==> src/rtl/sram_pkg.sv <==
// Shared definitions for the Blackice-II SRAM pin controller and the bridge
// that feeds it: state encoding, default geometry and the read latency the
// upstream skid buffer is sized for.
package sram_pkg;

   localparam int SRAM_ADDR_W     = 18;
   localparam int SRAM_DATA_W     = 16;
   localparam int SRAM_RD_LATENCY = 4;

   // Wide enough to hold WR_PULSE-1 for the largest legal WR_PULSE (7).
   localparam int SRAM_WR_CNT_W   = 3;
   localparam int SRAM_WR_PULSE_MIN = 1;
   localparam int SRAM_WR_PULSE_MAX = 7;

   typedef enum logic [2:0] {
      ST_IDLE     = 3'd0,
      ST_RD0      = 3'd1,
      ST_RD1      = 3'd2,
      ST_RD2      = 3'd3,
      ST_WR_SETUP = 3'd4,
      ST_WR_PULSE = 3'd5,
      ST_WR_HOLD  = 3'd6
   } sram_state_t;

   // True while the chip output drivers are enabled for a read.
   function automatic logic is_rd_state(input sram_state_t s);
      return (s == ST_RD0) || (s == ST_RD1) || (s == ST_RD2);
   endfunction

   // True while the controller owns the data bus for a write.
   function automatic logic is_wr_state(input sram_state_t s);
      return (s == ST_WR_SETUP) || (s == ST_WR_PULSE) || (s == ST_WR_HOLD);
   endfunction

   // Keeps an out-of-range pulse length from wrapping the down-counter.
   function automatic int clamp_wr_pulse(input int p);
      if (p < SRAM_WR_PULSE_MIN) return SRAM_WR_PULSE_MIN;
      if (p > SRAM_WR_PULSE_MAX) return SRAM_WR_PULSE_MAX;
      return p;
   endfunction

endpackage

==> src/rtl/sram_ctrl.sv <==
// Pin-level controller for an asynchronous 256Kx16 SRAM. Accepts one request
// at a time over sram_req/sram_ready and turns it into a read or write cycle on
// the chip pins. Read data is strobed exactly SRAM_RD_LATENCY cycles after the
// accepting handshake. Every pin_* output is registered.
//
// Build option: define SRAM_CTRL_POWERDOWN_EN to drop chip enable while idle;
// otherwise pin_ce_n is held low whenever the block is out of reset.
//
// The pad tristate (sram_dq_pad) lives above this block and is driven from
// pin_dq_out / pin_dq_oe, returning pin_dq_in.
module sram_ctrl
   import sram_pkg::*;
#(
   parameter int ADDR_W   = SRAM_ADDR_W,
   parameter int DATA_W   = SRAM_DATA_W,
   parameter int WR_PULSE = 2
) (
   input  logic              a_clk,
   input  logic              a_rst,

   input  logic              sram_req,
   output logic              sram_ready,
   input  logic              sram_rd,
   input  logic [ADDR_W-1:0] sram_addr,
   input  logic [1:0]        sram_be,
   input  logic [DATA_W-1:0] sram_wr_data,
   output logic              sram_rd_data_vld,
   output logic [DATA_W-1:0] sram_rd_data,

   output logic [ADDR_W-1:0] pin_addr,
   output logic [DATA_W-1:0] pin_dq_out,
   output logic              pin_dq_oe,
   input  logic [DATA_W-1:0] pin_dq_in,
   output logic              pin_ce_n,
   output logic              pin_oe_n,
   output logic              pin_we_n,
   output logic              pin_lb_n,
   output logic              pin_ub_n
);

   // Counter reload: the pulse state lasts (WR_LOAD + 1) cycles.
   localparam int WR_PULSE_C = clamp_wr_pulse(WR_PULSE);
   localparam logic [SRAM_WR_CNT_W-1:0] WR_LOAD = SRAM_WR_CNT_W'(WR_PULSE_C - 1);

   sram_state_t               state;
   sram_state_t               state_nxt;
   logic [SRAM_WR_CNT_W-1:0]  wr_cnt;
   logic [SRAM_WR_CNT_W-1:0]  wr_cnt_nxt;
   logic                      ce_n_nxt;

   // Handshake is purely combinational so the bridge sees acceptance in the
   // same cycle; it can only rise while a request is actually presented.
   assign sram_ready = (state == ST_IDLE) && sram_req;

   // Next-state and write pulse counter.
   always_comb begin
      state_nxt  = state;
      wr_cnt_nxt = wr_cnt;
      case (state)
         ST_IDLE: begin
            if (sram_req) begin
               state_nxt = sram_rd ? ST_RD0 : ST_WR_SETUP;
            end
         end
         ST_RD0:      state_nxt = ST_RD1;
         ST_RD1:      state_nxt = ST_RD2;
         ST_RD2:      state_nxt = ST_IDLE;
         ST_WR_SETUP: begin
            state_nxt  = ST_WR_PULSE;
            wr_cnt_nxt = WR_LOAD;
         end
         ST_WR_PULSE: begin
            if (wr_cnt == '0) begin
               state_nxt = ST_WR_HOLD;
            end else begin
               wr_cnt_nxt = wr_cnt - 1'b1;
            end
         end
         ST_WR_HOLD:  state_nxt = ST_IDLE;
         default:     state_nxt = ST_IDLE;
      endcase
   end

   // Chip enable policy: idle power-down, or always on once out of reset.
   always_comb begin
`ifdef SRAM_CTRL_POWERDOWN_EN
      ce_n_nxt = (state_nxt == ST_IDLE);
`else
      ce_n_nxt = 1'b0;
`endif
   end

   // State and counter register.
   always_ff @(posedge a_clk) begin
      if (a_rst) begin
         state  <= ST_IDLE;
         wr_cnt <= '0;
      end else begin
         state  <= state_nxt;
         wr_cnt <= wr_cnt_nxt;
      end
   end

   // Strobes are decoded from the next state so each registered pin lines up
   // with the state it belongs to; oe_n and dq_oe come from disjoint state
   // groups, so the chip and the pad can never drive the bus together.
   always_ff @(posedge a_clk) begin
      if (a_rst) begin
         pin_ce_n  <= 1'b1;
         pin_oe_n  <= 1'b1;
         pin_we_n  <= 1'b1;
         pin_dq_oe <= 1'b0;
      end else begin
         pin_ce_n  <= ce_n_nxt;
         pin_oe_n  <= !is_rd_state(state_nxt);
         pin_we_n  <= (state_nxt != ST_WR_PULSE);
         pin_dq_oe <= is_wr_state(state_nxt);
      end
   end

   // Address, byte lanes and write data are captured on the handshake and held
   // until the next one; reads always enable both lanes.
   always_ff @(posedge a_clk) begin
      if (a_rst) begin
         pin_addr   <= '0;
         pin_lb_n   <= 1'b1;
         pin_ub_n   <= 1'b1;
         pin_dq_out <= '0;
      end else if (sram_ready) begin
         pin_addr <= sram_addr;
         pin_lb_n <= sram_rd ? 1'b0 : ~sram_be[0];
         pin_ub_n <= sram_rd ? 1'b0 : ~sram_be[1];
         if (!sram_rd) begin
            pin_dq_out <= sram_wr_data;
         end
      end
   end

   // Read return: sample the pad on the edge leaving RD2 and strobe once.
   // A reset in RD0..RD2 sends the FSM to IDLE, so no strobe follows.
   always_ff @(posedge a_clk) begin
      if (a_rst) begin
         sram_rd_data_vld <= 1'b0;
         sram_rd_data     <= '0;
      end else begin
         sram_rd_data_vld <= (state == ST_RD2);
         if (state == ST_RD2) begin
            sram_rd_data <= pin_dq_in;
         end
      end
   end

endmodule

==> config.mk <==
export PLATFORM = sky130hd
export DESIGN_NAME = sram_ctrl
export DESIGN_NICKNAME = d
export VERILOG_FILES = /design/src/rtl/sram_pkg.sv /design/src/rtl/sram_ctrl.sv
export SDC_FILE = /design/constraint.sdc
export NUM_CORES = 1
export LEC_CHECK = 0
export CAP_MARGIN = 40
export CORE_ASPECT_RATIO = 1.5
export CORE_MARGIN = 1
export CORE_UTILIZATION = 41
export DETAILED_ROUTE_END_ITERATION = 7
export PLACE_DENSITY_LB_ADDON = 0.08
export SLEW_MARGIN = 20
export SYNTH_ARGS = -nofsm -noshare
export SYNTH_HDL_FRONTEND = slang
export SYNTH_SLANG_ARGS = --single-unit
==> constraint.sdc <==
create_clock -name a_clk -period 2.7 [get_ports a_clk]
set_clock_uncertainty 0.15 [all_clocks]
set_input_delay 0.81 -clock a_clk [delete_from_list [all_inputs] [get_ports a_clk]]
set_output_delay 0.81 -clock a_clk [all_outputs]
set_load 0.01 [all_outputs]
==> results.json, run 1 <==
{
  "yosysSeqAreaShare_pct": 51.5,
  "track_usage_pct": 20.4,
  "r2r_end": "sram_rd_data[12]",
  "final_nets": 451,
  "cts.htree.levels": 3,
  "dr.pass1.iters": 4,
  "min_to": "sram_rd_data[8]",
  "cts_hold_buf": 0,
  "rows": 34,
  "io_buffers": 113,
  "die_area_um2": 6290,
  "cts_made_buffers": 9,
  "setup_viol": 0,
  "netlist_area_um2": 2450,
  "dp_hpwl_um": 4330,
  "syn_area_per_cell_um2": 8.81,
  "worstSetupPathType": "in -> out",
  "initial_core_util_pct": 42.3,
  "status": "finished, final reports clean",
  "r2r-start": "state[2]",
  "synth_compound_area_share_pct": 12.2,
  "numClockSinks": 63,
  "clock_latency_ns": 0.33,
  "antenna_found_initial": 0,
  "synth_simple_gate_area_share_pct": 24.4,
  "crit_arrival_ns": 1.70,
  "design_power_total_uw": 2130,
  "post-cts-setup-buffer-count": 0,
  "ir_drop_v": 0.000304,
  "final_max_slew_viol_count": 0,
  "min_from": "sram_rd_data[8]",
  "ios": 114,
  "synthToLayoutAreaGrowth_pct": 56.7,
  "slew_headroom_pct": 50.3,
  "worst_pin_slew_ns": 0.744,
  "yosysUniqueCellTypes": 28,
  "gp_congestion": 0.758,
  "leakagePower_uw": 0.00140,
  "hold_path.class": "reg -> reg",
  "fp.dieH_um": 96.7,
  "clock-root-buffer": "clkbuf_8",
  "start_kind": "primary input",
  "rsz0062_at_grt": "false",
  "drt_wl_total_um": 6060,
  "antenna_cells": 0,
  "synthMuxAreaShare_pct": 6.54,
  "post-route-min-period_ns": 2.66,
  "drive_above_1_share_pct": 7.30,
  "grt_max_degree": 58,
  "period_share_pct": 98.5,
  "synthXorXnorAreaFrac_pct": 0,
  "die_w_um": 65.1,
  "power_density_nw_per_um2": 554,
  "cts.path.max_buffers": 2,
  "cts_resized": 7,
  "holdWs_ns": 0.304,
  "postRouteAntennaNets": 0,
  "drc": 0,
  "syn_inst": 278,
  "syn_nets": 336,
  "synth_fa_ha_area_share_pct": 1.02,
  "yosys_warnings": 0,
  "hold_depth": 2,
  "cts_tree": "built",
  "hold_viol": 0,
  "clkTransAtPathRegs_ns": 0.06,
  "reg2reg_depth": 4,
  "grt_pass1_vias": 2203,
  "vias": 2283,
  "cap_violations": 0,
  "final_common_cell": "clkdlybuf4s50_1",
  "reg2reg_slack_ns": 1.00,
  "ys_ff_latch": 63,
  "synth_top_family_by_area": "simple AND/OR/NAND/NOR gates",
  "stdcell_count": 469,
  "final_cell_mix": "110 x clkdlybuf4s50_1, 70 x nand2_1, 63 x dfxtp_1",
  "crit_required_ns": 1.74,
  "overflow": 0,
  "dp.cells": 453,
  "max_freq_mhz": 376,
  "drt_iter0_markers": 81,
  "detail_route.wl_per_cell_um": 12.9,
  "grt_pass1_wl_um": 9790,
  "endpoint_kind": "primary output",
  "crit_fanout": 2,
  "core_um2": 5790,
  "vias_per_cell": 4.87
}
[how the worst max path moves through the flow]
| stage | startpoint | end | slack, ns | cells past startpoint |
|---|---|---|---|---|
| after floorplan | sram_req | sram_ready | 0.13 | 4 |
| after global placement | sram_req | sram_ready | -0.72 | 4 |
| after detailed placement | sram_req | sram_ready | -0.72 | 4 |
| after CTS | sram_req | sram_ready | 0.03 | 4 |
| after global routing | sram_req | sram_ready | 0.003 | 4 |
| final | sram_req | sram_ready | 0.04 | 4 |
[power by group]
part / switching [uW] / internal [uW] / total [uW]
sequential: 27.3 / 987 / 1010
clock: 341 / 348 / 689
combinational: 182 / 241 / 423
total: 550 / 1580 / 2130
[cells in the mapped netlist, drive strengths merged]
cell | instances | share of area, %
o21a | 3 | 0.92
nand2b | 35 | 8.9
clkbuf | 15 | 2.3
a2111oi | 1 | 0.36
buf | 4 | 1.4
a31oi | 2 | 0.51
o211ai | 1 | 0.31
nor4 | 1 | 0.87
inv | 3 | 0.46
mux2i | 16 | 6.5
a211oi | 2 | 0.61
nand3b | 2 | 0.61
ha | 2 | 1.0
a21oi | 38 | 7.8
nand2 | 70 | 11
clkinv | 1 | 0.20
nor2b | 2 | 0.51
or4b | 1 | 0.41
a211o | 3 | 1.1
o21ai | 1 | 0.20
nor2 | 5 | 0.77
nand3 | 2 | 0.41
dfxtp | 63 | 51
a2111o | 1 | 0.46
nor3 | 2 | 0.41
and3b | 2 | 0.72
[area by class of cell]
class	instances	area, um2
clock buffers	11	141
well taps	72	90.1
repair buffers	123	1220
fillers	513	1950
multi-input cells	192	1080
flip-flops and latches	63	1260
inverters	4	16.3
clock inverters	4	22.5
[per-stage QoR]
step           util (%)  TNS, ns  area (um2)  worst slack [ns]
3_5_place_dp       63.2   -0.716        3650            -0.716
3_3_place_gp       63.2   -0.716        3650            -0.716
6_report           66.3        0        3840            0.0398
4_1_cts            66.0        0        3820            0.0288
2_1_floorplan         -        0        2450             0.134
5_1_grt            66.3        0        3840           0.00262
[critical path, stage by stage]
cell and delay [ns]:
dlygate4sd2_1 0.22, or4b_4 0.49, clkinv_2 0.07, buf_4 0.12
[sequential cells by signal, indices dropped and copies added (netlist names)]
| register | flops |
|---|---|
| state | 3 |
| pin_addr | 18 |
| pin_ub_n | 1 |
| sram_rd_data | 16 |
| pin_dq_out | 16 |
| pin_oe_n | 1 |
| wr_cnt | 3 |
| sram_rd_data_vld | 1 |
| pin_we_n | 1 |
| pin_lb_n | 1 |
| pin_ce_n | 1 |
| pin_dq_oe | 1 |
[cell families after synthesis]
group,after synthesis
AND/OR/NAND/NOR,122
buffers and inverters,23
flip-flops,63
multiplexers,16
adder cells (fa/ha/maj),2
AO/OA/AOI/OAI,52
[routing by layer]
layer	vias up	wire length [um]	track usage [%]
met5	-	0	0
met4	0	193	10.5
met3	14	357	6.49
met2	75	3020	34.1
met1	1050	2490	22.6
li1	1144	-	-
Power figures use the tool's default switching activity.
==> run 2, diff against run 1 <==
--- a/config.mk
+++ b/config.mk
@@ -11,6 +11,7 @@
 export CORE_UTILIZATION = 41
 export DETAILED_ROUTE_END_ITERATION = 7
 export PLACE_DENSITY_LB_ADDON = 0.08
+export SKIP_LAST_GASP = 1
 export SLEW_MARGIN = 20
 export SYNTH_ARGS = -nofsm -noshare
 export SYNTH_HDL_FRONTEND = slang
==> results of run 2 <==
The final DEF is identical to that of run 1; final timing and power are the same.
==> run 3, diff against run 2 <==
--- a/config.mk
+++ b/config.mk
@@ -7,7 +7,7 @@
 export LEC_CHECK = 0
 export CAP_MARGIN = 40
 export CORE_ASPECT_RATIO = 1.5
-export CORE_MARGIN = 1
+export CORE_MARGIN = 1.5
 export CORE_UTILIZATION = 41
 export DETAILED_ROUTE_END_ITERATION = 7
 export PLACE_DENSITY_LB_ADDON = 0.08
==> run 3 against run 2 <==
Against the previous run:
- combinational power about the same
- core utilization rose by 0.39 points
- register-to-register slack hardly changed
- global-route usage shrank 1.1 points
- routed wire length decreased by 0.99%
- cell area rose by 0.59%
- non-clock buffer count decreased by 1
- clock power up 15%
- via count fell by 2.9%
- total power increased by 4.7%
- critical path type unchanged
==> results.json, run 3 (synthesis results as in run 1) <==
{
  "status": "finished, final reports clean",
  "cts_resized": 8,
  "dp.cells": 452,
  "power_density_nw_per_um2": 577,
  "cts_hold_buf": 0,
  "top_regs": "pin_addr x18, pin_dq_out x16, sram_rd_data x16",
  "cts_tree": "built",
  "endpoint_kind": "primary output",
  "track_usage_pct": 19.3,
  "clkTransAtPathRegs_ns": 0.06,
  "clock-root-buffer": "clkbuf_8",
  "wl_met2_um": 3070,
  "cts.htree.levels": 3,
  "stdcell_count": 469,
  "ir_drop_v": 0.000592,
  "cts_made_buffers": 9,
  "period_share_pct": 98.8,
  "hold_viol": 0,
  "antenna_found_initial": 0,
  "largest-register": "pin_addr",
  "critPathTopFamily": "simple AND/OR/NAND/NOR gates",
  "initial_core_util_pct": 42.3,
  "setup_viol": 0,
  "crit_fanout": 2,
  "io_buffers": 113,
  "path_depth": 4,
  "hold_path.class": "reg -> reg",
  "start_kind": "primary input",
  "critical_path.endpoint": "sram_ready",
  "grt_pass1_vias": 2094,
  "vias": 2216,
  "leakagePower_uw": 0.00141,
  "crit_arrival_ns": 1.71,
  "synthToLayoutAreaGrowth_pct": 57.6,
  "drc": 0,
  "cts.path.max_buffers": 2,
  "numClockSinks": 63,
  "reg2reg_depth": 4,
  "maxUsedRoutingLayer": "met4",
  "drt_wl_total_um": 6000,
  "fp.dieH_um": 97.7,
  "gp_congestion": 0.750,
  "antenna_cells": 0,
  "max_freq_mhz": 375,
  "clock_latency_ns": 0.33,
  "overflow": 0,
  "final_core_util_pct": 66.7,
  "critPathMaxStageDelay_ns": 0.50,
  "dr.pass1.iters": 6,
  "grt_max_degree": 59,
  "largest_reg_flops": 18,
  "grt_pass1_wl_um": 9640,
  "dp_hpwl_um": 4210,
  "final_nets": 450,
  "path_buf_inv": 3,
  "r2r-start": "state[2]",
  "vias_per_cell": 4.72,
  "rsz0062_at_grt": "false",
  "slowest_stage": "or4b_4",
  "reg2reg_slack_ns": 1.00,
  "r2r_end": "sram_rd_data[12]",
  "post-route-min-period_ns": 2.67,
  "drt-met1-wl_um": 2490,
  "drive_above_1_share_pct": 7.05,
  "final_common_cell": "clkdlybuf4s50_1",
  "cap_violations": 0,
  "worstSetupStartpoint": "sram_req",
  "post-cts-setup-buffer-count": 0,
  "final_cell_mix": "110 x clkdlybuf4s50_1, 70 x nand2_1, 63 x dfxtp_1",
  "worstSetupPathType": "in -> out",
  "crit_required_ns": 1.74,
  "detail_route.wl_per_cell_um": 12.8,
  "slew_headroom_pct": 49.8,
  "drt_iter0_markers": 82,
  "path_cells": "dlygate4sd2_1 > or4b_4 > clkinv_4 > buf_4",
  "worst_pin_slew_ns": 0.750,
  "core_um2": 5790,
  "rows": 34,
  "die_area_um2": 6460,
  "ios": 114,
  "final_max_slew_viol_count": 0,
  "postRouteAntennaNets": 0,
  "die_w_um": 66.1,
  "met3_length_um": 352
}
## run 3: final cells by class
type / instances / area, um2
fill: 483 / 1920
sequential: 63 / 1260
timing repair buffer: 122 / 1210
multi-input combinational: 192 / 1080
clock buffer: 12 / 145
tap: 72 / 90.1
clock inverter: 4 / 45.0
inverter: 4 / 20.0
## run 3: report_power, final
part / switching [uW] / internal, uW
Sequential: 26.5 / 987
Combinational: 182 / 240
Clock: 344 / 448
Total: 552 / 1670
## run 3: worst min-delay path by stage
stage | from | end | slack [ns] | cells after the start
2_1_floorplan | wr_cnt[0] | wr_cnt[0] | 0.31 | 1
3_3_place_gp | pin_addr[8] | pin_addr[8] | 0.29 | 2
3_5_place_dp | pin_addr[7] | pin_addr[7] | 0.30 | 2
4_1_cts | pin_addr[4] | pin_addr[4] | 0.30 | 2
5_1_grt | sram_rd_data[12] | sram_rd_data[12] | 0.32 | 2
6_report | sram_rd_data[15] | sram_rd_data[15] | 0.30 | 2
## run 3: per-layer routing
layer  vias to the layer above  global-route usage, %
met5                         -                      0
li1                       1141                      -
met3                         8                   6.14
met1                       993                   23.2
met4                         0                   7.85
met2                        74                   31.4
## run 3: worst min-delay path, stage by stage (launching register included)
cell and delay (ns):
dfxtp_1 0.31, nand2_1 0.05, a21oi_1 0.05
## run 3: per-stage QoR
step	setup WS (ns)	area [um2]	TNS, ns	total power (uW)	hold WS [ns]
3_5_place_dp	-0.708	3650	-0.708	1460	0.296
5_1_grt	0.000931	3860	0	2330	0.319
4_1_cts	0.0234	3840	0	2250	0.304
6_report	0.0337	3860	0	2230	0.302
3_3_place_gp	-0.718	3650	-0.718	1450	0.290
2_1_floorplan	0.134	2450	0	1230	0.312
==> RTL edit: new RTL, flow settings as in run 3 <==
Add a define of `SRAM_CTRL_POWERDOWN_EN`.
--- a/src/rtl/sram_ctrl.sv
+++ b/src/rtl/sram_ctrl.sv
@@ -8,6 +8,8 @@
 //
 // The pad tristate (sram_dq_pad) lives above this block and is driven from
 // pin_dq_out / pin_dq_oe, returning pin_dq_in.
+`define SRAM_CTRL_POWERDOWN_EN
+
 module sram_ctrl
    import sram_pkg::*;
 #(
Function: changed (a bounded check fails within 4 cycles, from zero or initial values and one cycle with a_rst high).
==> RTL edit against run 3 <==
- cell area increased by 1.3%
- critical path depth unchanged
- power increased by 4.5%
- area after synthesis increased by 0.87%
- routed wire length decreased by 4.5%
- sequential cell count unchanged
- worst setup slack improved by 48 ps
- critical path type unchanged
==> RTL edit: results <==
[placed_design]
postPlaceCellArea_um2 = 3680
pre_cts_ws_ps = -633
place_hpwl_mm = 4.13
routabilityCongestion = 0.702

[detailed_routing]
routed_wirelength_mm = 5.73
wl_met2_mm = 2.79
met3_wirelength_um = 465
wl_met1_mm = 2.38
drtIter0Drc = 114
first_pass_iters = 4
vias_per_cell = 4.76

[critical_path]
cp.arrival_ps = 1660
cp_max_fo = 2
cpLargestDelayFamily = "simple AND/OR/NAND/NOR gates"

[grt]
grt_util_met1_pct = 19.6
gr-usage-met3_pct = 7.72
met2_usage_pct = 31.2
grt_usage_pct = 18.2
grt_pass1_vias = 2168
antenna_found_initial = 0
grt_first_pass_wirelength_mm = 9.28
grt_max_degree = 44

[cells_and_area]
fill_cells = 516
drive_above_1_share_pct = 7.73
finalNetCount = 454

[logic_synthesis]
synth_cell_type_count = 29
synth-compound-area-share_pct = 12.3
synth.area.top_cells = "dfxtp_1 51%, nand2_1 10%, nand2b_1 8.9%"
muxShareOfSynthArea_pct = 6.48
ys_seq_area_share_pct = 51.0
synth_fa_ha_area_share_pct = 1.01
synth_common_cells = "69 x nand2_1, 63 x dfxtp_1, 38 x a21oi_1"
synth_fp_nets = 339

[pwr]
p_sw_mw = 0.551
powerDensity_nw_per_um2 = 595
ir_drop_mv = 0.449
p_leak_nw = 1.43
pg_comb_mw = 0.429

[cts]
cts_setup_buffers = 1
root_buffer = "clkbuf_8"

[timing]
relSlewSlack_pct = 56.0
report.final.slew_viol_count = 0

[run_status]
run_status = "complete, no violations"
-- RTL edit: stage by stage --
stage / power [mW] / cells
2_1_floorplan: 1.23 / 281
3_3_place_gp: 1.46 / 456
3_5_place_dp: 1.46 / 456
4_1_cts: 2.36 / 473
5_1_grt: 2.44 / 473
6_report: 2.33 / 473
-- RTL edit: path summary, 6_finish.rpt --
kind	from	endpoint	slack, ps	depth (start not counted)
setup / recovery	sram_req	sram_ready	80	4
hold / removal	pin_addr[8]$_SDFFE_PP0P_	pin_addr[8]$_SDFFE_PP0P_	300	2
setup reg to reg	state[0]$_SDFF_PP0_	pin_addr[1]$_SDFFE_PP0P_	1030	6
hold reg to reg	pin_addr[8]$_SDFFE_PP0P_	pin_addr[8]$_SDFFE_PP0P_	300	2
-- RTL edit: final cells by class --
type,count,area share (%)
clock buffer,10,3.52
inverter,5,0.608
tap,72,2.30
sequential,63,32.2
clock inverter,6,2.14
timing repair buffer,123,31.0
multi-input combinational,194,28.2
